File: src/rtl/csi_rx_packet_handler.sv
// CSI-2 receive packet handler: decodes packet headers from lane-merged words,
// forwards filtered long-packet payload and pulses frame/line sync events.
module csi_rx_packet_handler #(
  parameter logic [5:0] DT_FILTER = 6'h2B
) (
  input  logic        CLK,
  input  logic        RST_N,
  input  logic        ENABLE,
  input  logic [31:0] DIN,
  input  logic        DIN_VALID,
  output logic [31:0] PAYLOAD,
  output logic        PAYLOAD_VALID,
  output logic        PAYLOAD_LAST,
  output logic        FRAME_START,
  output logic        FRAME_END,
  output logic        LINE_START,
  output logic        LINE_END,
  output logic [1:0]  VC,
  output logic [5:0]  DATA_TYPE,
  output logic [15:0] WORD_COUNT,
  output logic [15:0] LINE_COUNT,
  output logic        TRUNC_ERR
);

  localparam int unsigned DATA_W = 32;
  localparam int unsigned WC_W   = 16;
  localparam int unsigned DT_W   = 6;
  localparam int unsigned VC_W   = 2;

  localparam logic [1:0] ST_WAIT_HDR = 2'd0;
  localparam logic [1:0] ST_PAYLOAD  = 2'd1;
  localparam logic [1:0] ST_DRAIN    = 2'd2;

  localparam logic [DT_W-1:0] DT_FS        = 6'h00;
  localparam logic [DT_W-1:0] DT_FE        = 6'h01;
  localparam logic [DT_W-1:0] DT_LS        = 6'h02;
  localparam logic [DT_W-1:0] DT_LE        = 6'h03;
  localparam logic [DT_W-1:0] DT_SHORT_MAX = 6'h0F;
  localparam logic [WC_W-1:0] BYTES_PER_WORD = 16'd4;

  logic [1:0]        state_q, state_d;
  logic [WC_W-1:0]   remaining_q, remaining_d;
  logic [DATA_W-1:0] payload_d;
  logic              payload_valid_d, payload_last_d;
  logic              frame_start_d, frame_end_d, line_start_d, line_end_d;
  logic [VC_W-1:0]   vc_d;
  logic [DT_W-1:0]   data_type_d;
  logic [WC_W-1:0]   word_count_d, line_count_d;
  logic              trunc_err_d;

  logic [VC_W-1:0]   hdr_vc;
  logic [DT_W-1:0]   hdr_dt;
  logic [WC_W-1:0]   hdr_wc;

  assign hdr_vc = DIN[7:6];
  assign hdr_dt = DIN[5:0];
  assign hdr_wc = DIN[23:8];

  // Next-state and next-output logic; pulses and qualifiers default low.
  always_comb begin
    state_d         = state_q;
    remaining_d     = remaining_q;
    payload_d       = PAYLOAD;
    payload_valid_d = 1'b0;
    payload_last_d  = 1'b0;
    frame_start_d   = 1'b0;
    frame_end_d     = 1'b0;
    line_start_d    = 1'b0;
    line_end_d      = 1'b0;
    vc_d            = VC;
    data_type_d     = DATA_TYPE;
    word_count_d    = WORD_COUNT;
    line_count_d    = LINE_COUNT;
    trunc_err_d     = 1'b0;

    if (!ENABLE) begin
      state_d     = ST_WAIT_HDR;
      remaining_d = '0;
    end else begin
      case (state_q)
        ST_WAIT_HDR: begin
          if (DIN_VALID) begin
            vc_d         = hdr_vc;
            data_type_d  = hdr_dt;
            word_count_d = hdr_wc;
            if (hdr_dt <= DT_SHORT_MAX) begin
              state_d = ST_DRAIN;
              case (hdr_dt)
                DT_FS: begin
                  frame_start_d = 1'b1;
                  line_count_d  = '0;
                end
                DT_FE:   frame_end_d  = 1'b1;
                DT_LS:   line_start_d = 1'b1;
                DT_LE:   line_end_d   = 1'b1;
                default: ;
              endcase
            end else if ((hdr_dt == DT_FILTER) && (hdr_wc != '0)) begin
              state_d     = ST_PAYLOAD;
              remaining_d = hdr_wc;
            end else begin
              state_d = ST_DRAIN;
            end
          end
        end

        ST_PAYLOAD: begin
          if (DIN_VALID) begin
            payload_d       = DIN;
            payload_valid_d = 1'b1;
            if (remaining_q <= BYTES_PER_WORD) begin
              payload_last_d = 1'b1;
              line_count_d   = LINE_COUNT + 16'd1;
              remaining_d    = '0;
              state_d        = ST_DRAIN;
            end else begin
              remaining_d = remaining_q - BYTES_PER_WORD;
            end
          end else begin
            // Burst ended before the announced byte count arrived.
            trunc_err_d = 1'b1;
            remaining_d = '0;
            state_d     = ST_WAIT_HDR;
          end
        end

        ST_DRAIN: begin
          if (!DIN_VALID) state_d = ST_WAIT_HDR;
        end

        default: begin
          state_d     = ST_WAIT_HDR;
          remaining_d = '0;
        end
      endcase
    end
  end

  // State and registered outputs.
  always_ff @(posedge CLK or negedge RST_N) begin
    if (!RST_N) begin
      state_q       <= ST_WAIT_HDR;
      remaining_q   <= '0;
      PAYLOAD       <= '0;
      PAYLOAD_VALID <= 1'b0;
      PAYLOAD_LAST  <= 1'b0;
      FRAME_START   <= 1'b0;
      FRAME_END     <= 1'b0;
      LINE_START    <= 1'b0;
      LINE_END      <= 1'b0;
      VC            <= '0;
      DATA_TYPE     <= '0;
      WORD_COUNT    <= '0;
      LINE_COUNT    <= '0;
      TRUNC_ERR     <= 1'b0;
    end else begin
      state_q       <= state_d;
      remaining_q   <= remaining_d;
      PAYLOAD       <= payload_d;
      PAYLOAD_VALID <= payload_valid_d;
      PAYLOAD_LAST  <= payload_last_d;
      FRAME_START   <= frame_start_d;
      FRAME_END     <= frame_end_d;
      LINE_START    <= line_start_d;
      LINE_END      <= line_end_d;
      VC            <= vc_d;
      DATA_TYPE     <= data_type_d;
      WORD_COUNT    <= word_count_d;
      LINE_COUNT    <= line_count_d;
      TRUNC_ERR     <= trunc_err_d;
    end
  end

endmodule

File: config.mk
export PLATFORM = sky130hd
export DESIGN_NAME = csi_rx_packet_handler
export DESIGN_NICKNAME = d
export VERILOG_FILES = /design/src/rtl/csi_rx_packet_handler.sv
export SDC_FILE = /design/constraint.sdc
export NUM_CORES = 1
export LEC_CHECK = 0
export CAP_MARGIN = 40
export CORE_MARGIN = 1.5
export CORE_UTILIZATION = 35
export DETAILED_ROUTE_END_ITERATION = 6
export PLACE_DENSITY = 0.73
export SYNTH_ARGS = -nofsm -noshare
export SYNTH_HDL_FRONTEND = slang
export SYNTH_SLANG_ARGS = --single-unit
File: constraint.sdc
create_clock -name CLK -period 4.5 [get_ports CLK]
set_input_delay 0.45 -clock CLK [delete_from_list [all_inputs] [get_ports CLK]]
set_output_delay 0.45 -clock CLK [all_outputs]
set_load 0.1 [all_outputs]
==> results of run 1 <==
==> placed cells by master, fill, tap and decap left out, types with 3 or more instances in the layout <==
master | Yosys | routed
clkdlybuf4s50_1 | 0 | 113
dfrtp_1 | 97 | 97
buf_8 | 0 | 60
mux2_2 | 56 | 56
a21oi_1 | 27 | 27
nand2_1 | 20 | 20
inv_1 | 19 | 19
buf_16 | 0 | 19
nor2_1 | 17 | 17
nand3_1 | 9 | 9
clkbuf_16 | 0 | 9
nor4_1 | 8 | 8
o21ai_0 | 8 | 8
o22ai_1 | 8 | 8
and3_1 | 7 | 7
o31ai_1 | 7 | 7
buf_4 | 0 | 7
nor3_1 | 6 | 6
nand4_1 | 6 | 6
or4_1 | 6 | 6
or3_1 | 5 | 5
and3b_1 | 3 | 3
a31oi_1 | 3 | 3
a32oi_1 | 3 | 3
or2_2 | 3 | 3
xnor2_1 | 3 | 3
ha_1 | 3 | 3
clkinv_2 | 0 | 3
==> routing by layer <==
metal  vias to the layer above  track usage [%]
li1                       1819                -
met1                      1967             28.2
met2                       179             37.1
met3                        25             4.18
met4                         0             8.37
met5                         -                0
==> worst max-delay path by stage <==
stage,start,endpoint,slack (ns),cells after the start
floorplan,LINE_COUNT[0],LINE_COUNT[14],2.24,6
global placement,ENABLE,remaining_q[1],1.31,6
detailed placement,DIN[0],LINE_COUNT[12],1.46,6
CTS,DIN[0],LINE_COUNT[10],1.82,6
global route,ENABLE,LINE_COUNT[9],1.60,7
finish,ENABLE,LINE_COUNT[9],1.79,7
==> registers in the layout (all words and copies together) (netlist names) <==
signal / cells
PAYLOAD: 32
LINE_COUNT: 16
WORD_COUNT: 16
remaining_q: 16
DATA_TYPE: 6
VC: 2
state_q: 2
FRAME_END: 1
FRAME_START: 1
LINE_END: 1
LINE_START: 1
PAYLOAD_LAST: 1
PAYLOAD_VALID: 1
TRUNC_ERR: 1
==> power by group through the flow <==
stage          Clock [W]  Sequential, W  Combinational (W)
5_1_grt         0.000809       0.000955           0.000804
4_1_cts         0.000772       0.000949           0.000784
2_1_floorplan          0        0.00130          0.0000750
3_3_place_gp           0       0.000960           0.000587
6_report        0.000762       0.000948           0.000779
3_5_place_dp           0       0.000964           0.000781
==> worst max-delay path, delay by kind of cell <==
family	cells	cell delay [ns]
buffers and inverters	2	1.04
AOI/OAI and AO/OA	3	0.47
and+or+nand+nor	2	0.96
==> final cells by class <==
cell class                 count  area, sq um
tap                          172          215
inverter                      19         71.3
sequential                    97         2430
clock inverter                 4         45.0
timing repair buffer         199         2610
clock buffer                  10          239
multi-input combinational    250         1900
fill                         986         5010
==> through the flow <==
stage	total power, W	util (%)	std cells	setup WS, ns	area, sq um
after floorplan	0.00137	-	383	2.24	4460
after global placement	0.00155	46.2	656	1.31	5790
after detailed placement	0.00175	57.7	737	1.46	7230
after CTS	0.00251	60.0	751	1.82	7510
after global routing	0.00257	60.0	751	1.60	7510
final	0.00249	60.0	751	1.79	7510
==> cell families (layout without fill, tap and decap cells) <==
logic type / after synthesis / in the layout / synth area share (%)
simple gates: 111 / 111 / 15.1
flops: 97 / 97 / 54.4
compound gates: 77 / 77 / 11.6
mux: 56 / 56 / 14.1
buf+inv: 36 / 232 / 3.23
fa+ha+maj: 3 / 3 / 0.842
xor+xnor: 3 / 3 / 0.589
==> flow_metrics.tcl, run 1 <==
set metrics [dict create \
    hold_path_class "primary input to async pin" \
    synth_seq_area_share_pct 54.4 \
    drtPass1Iterations 5 \
    hold-worst-slack_ns 0.147 \
    async_flop_share_pct 100 \
    io_pins 115 \
    slowest_delay_ns 0.65 \
    grt_max_degree 54 \
    start_util_pct 35.6 \
    drc 0 \
    row_count 41 \
    ys_seq_elements 97 \
    synthTopCellsByCount "97 x dfrtp_1, 56 x mux2_2, 27 x a21oi_1" \
    grt_pass1_vias 4160 \
    synthDistinctLibCells 58 \
    relSlewSlack_pct 46.6 \
    synth_top_area_share_pct 54.4 \
    post_cts_buffers 0 \
    clk_pin_slew_ns 0.06 \
    startpoint_type "primary input" \
    cts_buffer_depth 2 \
    holdBufCountCts 0 \
    htreeDepth 3 \
    drv_cap 0 \
    rsz0062_at_grt "false" \
    clock-skew-final_ns 0.0102 \
    die_area_sq_mm 0.0134 \
    highest_layer "met4" \
    cp_cell_sequence "clkdlybuf4s50_1 -> nor4bb_4 -> buf_4 -> and3_1 -> a31oi_1 -> o31ai_1 -> o41ai_1" \
    critPathKind "primary input to flop" \
    timing.setup.tns_ns 0 \
    dr_wl_met3_microns 765 \
    synthMostInstantiatedCell "dfrtp_1" \
    antenna_found_initial 0 \
    synth_edf_count 0 \
    p_per_area_mw_per_mm2 332 \
    r2r_cells 6 \
    m1WireLength_microns 5780 \
    dp_hpwl_microns 10000 \
    drive_gt1_share_pct 29.4 \
    pwr-share-clk_pct 30.6 \
    vdd_ir_drop_max_mv 0.243 \
    clkLatencyLatePin_ns 0.35 \
    endpoint_kind "flop" \
    grt_pass1_wl_microns 22300 \
    power_frac_comb_pct 31.3 \
    first_iter_violations 294 \
    cts.sinks 97 \
    avgRoutedWirePerCell_microns 18.5 \
    tightest_slew_ns 0.791 \
    setup_viol 0 \
    worst_r2r_startpoint "remaining_q[2]" \
    diodes 0 \
    clockRootBuffer "clkbuf_16" \
    r2r_setup_slack_ns 2.01 \
    finalNetCount 615 \
    vias_per_cell 5.31 \
    core-area_sq_mm 0.0125 \
    p_sw_share_pct 33.4 \
    cp.required_ns 4.71 \
    r2r-end "LINE_COUNT[12]" \
    die_y_microns 116 \
    crit_arrival_ns 2.92 \
    fin_crit_ns 2.71 \
    place_congestion 0.928 \
    yosysWarnings 0 \
    ys.flop_type "dfrtp_1" \
    slew_violations 0 \
    p_int_w 0.00166 \
    ant_nets 0 \
    track_usage_pct 22.0 \
    finalHoldViolations 0 \
    synth_nets 422 \
    cts_tree "yes" \
    p_seq_share_pct 38.1 \
    syn_inst 383 \
    vias 3990 \
    post-route-period-util_pct 60.2 \
    routed_wl_microns 13900 \
    grt_overflow 0 \
    die_w_microns 116 \
    cts_resized 0 \
    status "complete, no violations" \
    synth.area.top_cells "dfrtp_1 54%, mux2_2 14%, a21oi_1 3.0%, nand2_1 1.7%, inv_1 1.6%" \
    avgSynthCellArea_sq_um 11.6 \
    cts_buffers 9 \
    synth_top_area_cell "dfrtp_1" \
    p_switching_w 0.000832 \
    critPathMaxFanout 28 \
    netlist_area_sq_mm 0.00446 \
    area.growth.synth_to_final_pct 68.4 \
    slowest_stage "clkdlybuf4s50_1" \
    port-buffer-count 114 \
    met2_length_microns 7020 \
    fmax_mhz 369 \
    p_leak_nw 3.32 \
]
(Power assumes the default switching activity.)
==> run 2: changes to the inputs <==
==> constraint.sdc (replaced) <==
create_clock -name CLK -period 2.7 [get_ports CLK]
set_input_delay 0.27 -clock CLK [delete_from_list [all_inputs] [get_ports CLK]]
set_output_delay 0.27 -clock CLK [all_outputs]
set_load 0.1 [all_outputs]
==> flow_metrics.tcl, run 2 (synthesis gave the netlist of run 1 again) <==
set metrics [dict create \
    post-place-ws_ns 0.0308 \
    grt_pass1_vias 3706 \
    final_common_cell "buf_4" \
    start_util_pct 35.6 \
    die_area_sq_mm 0.0134 \
    met2_length_microns 5760 \
    fillerInstances 1158 \
    vias_per_cell 5.35 \
    slew_violations 0 \
    fin_ws_ns 0.209 \
    clock-skew-final_ns 0.00981 \
    first_iter_violations 243 \
    routed_wl_microns 11900 \
    vias 3711 \
    vdd_ir_drop_max_mv 0.426 \
    cts.sinks 97 \
    dp_hpwl_microns 8600 \
    rsz0062_at_grt "false" \
    cts_buffer_depth 2 \
    cts_tree "yes" \
    drc 0 \
    highest_layer "met4" \
    avgRoutedWirePerCell_microns 17.2 \
    hold_path_class "primary input to async pin" \
    track_usage_pct 18.5 \
    clk_pin_slew_ns 0.07 \
    tightest_slew_ns 0.782 \
    p_per_area_mw_per_mm2 662 \
    clkLatencyLatePin_ns 0.35 \
    stdcell_count 693 \
    timing.setup.tns_ns 0 \
    die_y_microns 116 \
    diodes 0 \
    status "complete, no violations" \
    grt_overflow 0 \
    setup_viol 0 \
    drtPass1Iterations 4 \
    post_cts_buffers 0 \
    core-area_sq_mm 0.0125 \
    cts_resized 0 \
    grt_pass1_wl_microns 19100 \
    io_pins 115 \
    relSlewSlack_pct 47.7 \
    htreeDepth 3 \
    fin_crit_ns 2.49 \
    endpoint_kind "flop" \
    finalHoldViolations 0 \
    drive_gt1_share_pct 36.5 \
    clockRootBuffer "clkbuf_16" \
    critPathMaxFanout 14 \
    startpoint_type "flop" \
    port-buffer-count 114 \
    largest-register "PAYLOAD" \
    cts_buffers 9 \
    antenna_found_initial 0 \
    grt_max_degree 57 \
    fmax_mhz 401 \
    m1WireLength_microns 5260 \
    power_w 0.00407 \
    drv_cap 0 \
    row_count 41 \
    final_cell_mix "101 x buf_4, 97 x dfrtp_1, 56 x mux2_2" \
    p_leak_nw 2.93 \
    dr_wl_met3_microns 744 \
    post-route-period-util_pct 92.3 \
    die_w_microns 116 \
    ant_nets 0 \
    place_inst 676 \
    fin_util_pct 49.1 \
    crit_arrival_ns 2.76 \
    cp.required_ns 2.96 \
    place_congestion 0.872 \
    critPathKind "flop to flop" \
    area.growth.synth_to_final_pct 37.8 \
    finalNetCount 555 \
    largest_reg_flops 32 \
]
[run 2: layout make-up]
| class | count | area, sq um | share of cell area (%) |
|---|---|---|---|
| sequential | 97 | 2430 | 39.5 |
| multi-input combinational | 250 | 1900 | 31.0 |
| timing repair buffer | 139 | 1180 | 19.1 |
| clock buffer | 10 | 239 | 3.89 |
| tap | 172 | 215 | 3.50 |
| clock inverter | 6 | 113 | 1.83 |
| inverter | 19 | 71.3 | 1.16 |
[run 2: final timing paths]
path | endpoint | slack [ns] | cells after the start | from
min in group CLK | PAYLOAD[22] | 0.51 | 1 | PAYLOAD[22]
worst max register to register | LINE_COUNT[10] | 0.21 | 7 | remaining_q[3]
worst min register to register | PAYLOAD[22] | 0.51 | 1 | PAYLOAD[22]
worst min-delay path | LINE_COUNT[9] | 0.32 | 2 | RST_N
max in group asynchronous | WORD_COUNT[15] | 1.55 | 4 | RST_N
worst max-delay path | LINE_COUNT[10] | 0.21 | 7 | remaining_q[3]
[run 2: what timing repair did]
item	4_1_cts	5_1_grt
setup endpoints to repair	0	0
hold buffers	1	0
hold endpoints to repair	12	0
[run 2: where the power goes]
part           leakage (nW)  internal, W  switching [W]
combinational          1.46     0.000247       0.000732
clock                 0.173     0.000936       0.000571
sequential             1.30      0.00153      0.0000501
[run 2: critical path, cell delays in order (launching register included)]
cell and delay (ns):
dfrtp_1 0.40, inv_1 0.08, ha_1 0.15, nor3b_2 0.30, o211a_4 0.24, or4b_4 0.55, or4_1 0.51, a21oi_1 0.18
[run 2: layer usage]
layer	vias up	GRT usage, %
met5	-	0
met1	1876	24.0
met3	14	5.13
met4	0	6.42
li1	1694	-
met2	127	29.7
[run 2: per-stage QoR]
| stage | hold WS (ns) | area, sq um |
|---|---|---|
| 5_1_grt | 0.333 | 6150 |
| 3_3_place_gp | 0.439 | 5760 |
| 2_1_floorplan | -0.0256 | 4460 |
| 6_report | 0.324 | 6150 |
| 4_1_cts | 0.314 | 6150 |
| 3_5_place_dp | 0.145 | 5780 |
==> run 3: changes to the inputs <==
==> constraint.sdc (replaced) <==
create_clock -name CLK -period 2.3 [get_ports CLK]
set_input_delay 0.23 -clock CLK [delete_from_list [all_inputs] [get_ports CLK]]
set_output_delay 0.23 -clock CLK [all_outputs]
set_load 0.1 [all_outputs]
==> flow_metrics.tcl, run 3 (synthesis gave the netlist of run 1 again) <==
set metrics [dict create \
    status "complete, no violations" \
    post-route-period-util_pct 98.2 \
    final_area_sq_mm 0.00638 \
    core-area_sq_mm 0.0125 \
    critPathKind "flop to flop" \
    final_common_cell "buf_4" \
    htreeDepth 3 \
    fin_crit_ns 2.26 \
    place_congestion 0.911 \
    grt_pass1_vias 3961 \
    ant_nets 0 \
    dp_hpwl_microns 8980 \
    grt_max_degree 51 \
    antenna_found_initial 0 \
    cts_buffer_depth 2 \
    grt_overflow 0 \
    clock-skew-final_ns 0.0100 \
    endpoint_kind "flop" \
    drive_gt1_share_pct 40.9 \
    io_pins 115 \
    setup_viol 0 \
    die_w_microns 116 \
    hold_path_class "primary input to async pin" \
    clkLatencyLatePin_ns 0.35 \
    p_leak_nw 3.06 \
    cts_buffers 9 \
    track_usage_pct 18.6 \
    drtPass1Iterations 5 \
    p_per_area_mw_per_mm2 687 \
    startpoint_type "flop" \
    cts_tree "yes" \
    power_w 0.00438 \
    fillerInstances 1163 \
    rsz0062_at_grt "true" \
    avgRoutedWirePerCell_microns 16.8 \
    dpl-instance-area_sq_mm 0.00604 \
    vias_per_cell 5.34 \
    timing.setup.tns_ns 0 \
    drv_cap 0 \
    vias 3893 \
    vdd_ir_drop_max_mv 0.563 \
    fmax_mhz 443 \
    start_util_pct 35.6 \
    clk_pin_slew_ns 0.07 \
    die_y_microns 116 \
    largest_reg_flops 32 \
    port-buffer-count 114 \
    first_iter_violations 200 \
    cts.sinks 97 \
    final_cell_mix "136 x buf_4, 97 x dfrtp_1, 56 x mux2_2" \
    row_count 41 \
    finalNetCount 592 \
    fin_util_pct 51.0 \
    slowest_delay_ns 0.54 \
    critPathMaxFanout 6 \
    critPathTopFamily "simple AND/OR/NAND/NOR gates" \
    area.growth.synth_to_final_pct 43.1 \
    diodes 0 \
    clockRootBuffer "clkbuf_16" \
    grt_pass1_wl_microns 19300 \
    slowest_stage "or4_4" \
    crit_arrival_ns 2.53 \
    largest-register "PAYLOAD" \
    relSlewSlack_pct 46.1 \
    cp.required_ns 2.57 \
    cp_cell_sequence "ha_4 -> nor3b_4 -> o211a_4 -> or4b_4 -> or4_4 -> a21oi_2" \
    crit_buf_inv 0 \
    die_area_sq_mm 0.0134 \
    routed_wl_microns 12200 \
    tightest_slew_ns 0.798 \
    drc 0 \
    finalHoldViolations 0 \
    slew_violations 0 \
]
## run 3: changes by cell type in the layout (fill, tap and decap cells not counted), sizes merged
| cell | before | now |
|---|---|---|
| clkbuf | 10 | 15 |
| buf | 104 | 140 |
| bufinv | 3 | 0 |
| inv | 21 | 19 |
| clkinv | 1 | 0 |
| or4b | 3 | 4 |
## run 3: routing by layer
layer,wire [microns],up-vias,global-route usage (%)
li1,-,1767,-
met1,5390,1945,24.4
met2,5870,155,29.8
met4,252,0,7.89
met3,736,26,4.13
met5,0,-,0
## run 3: cell type report
type	instances	area [sq um]	share of cell area (%)
timing repair buffer	175	1450	22.7
sequential	97	2430	38.0
inverter	19	71.3	1.12
tap	172	215	3.37
multi-input combinational	251	1960	30.7
clock buffer	15	258	4.04
## run 3: power by group
part / internal [W] / leakage (nW) / switching, W
registers: 0.00180 / 1.30 / 0.0000603
logic: 0.000311 / 1.64 / 0.000865
clock network: 0.000759 / 0.124 / 0.000589
## run 3: final timing paths
path / from / end / slack (ns) / cells past startpoint
worst max register to register: remaining_q[2] / LINE_COUNT[8] / 0.04 / 6
worst min-delay path: RST_N / LINE_COUNT[14] / 0.45 / 2
min in group CLK: DIN[24] / PAYLOAD[24] / 0.50 / 2
worst min register to register: PAYLOAD[29] / PAYLOAD[29] / 0.51 / 1
worst max-delay path: remaining_q[2] / LINE_COUNT[8] / 0.04 / 6
max in group asynchronous: RST_N / PAYLOAD[15] / 1.15 / 3
## run 3: what timing repair did
action | CTS | global route
buffers inserted | 0 | 3
gates resized for setup | 0 | 11
endpoints found under the setup margin | 0 | 8
hold buffers | 1 | 0
endpoints found under the hold margin | 47 | 0
## run 3: through the flow
stage / setup WS, ns / cells / hold slack [ns]
finish: 0.0425 / 729 / 0.446
global route: -0.0422 / 729 / 0.505
CTS: 0.000209 / 725 / 0.456
detailed placement: -0.263 / 709 / 0.281
global placement: -0.236 / 709 / 0.274
floorplan: 0.0362 / 383 / -0.0656
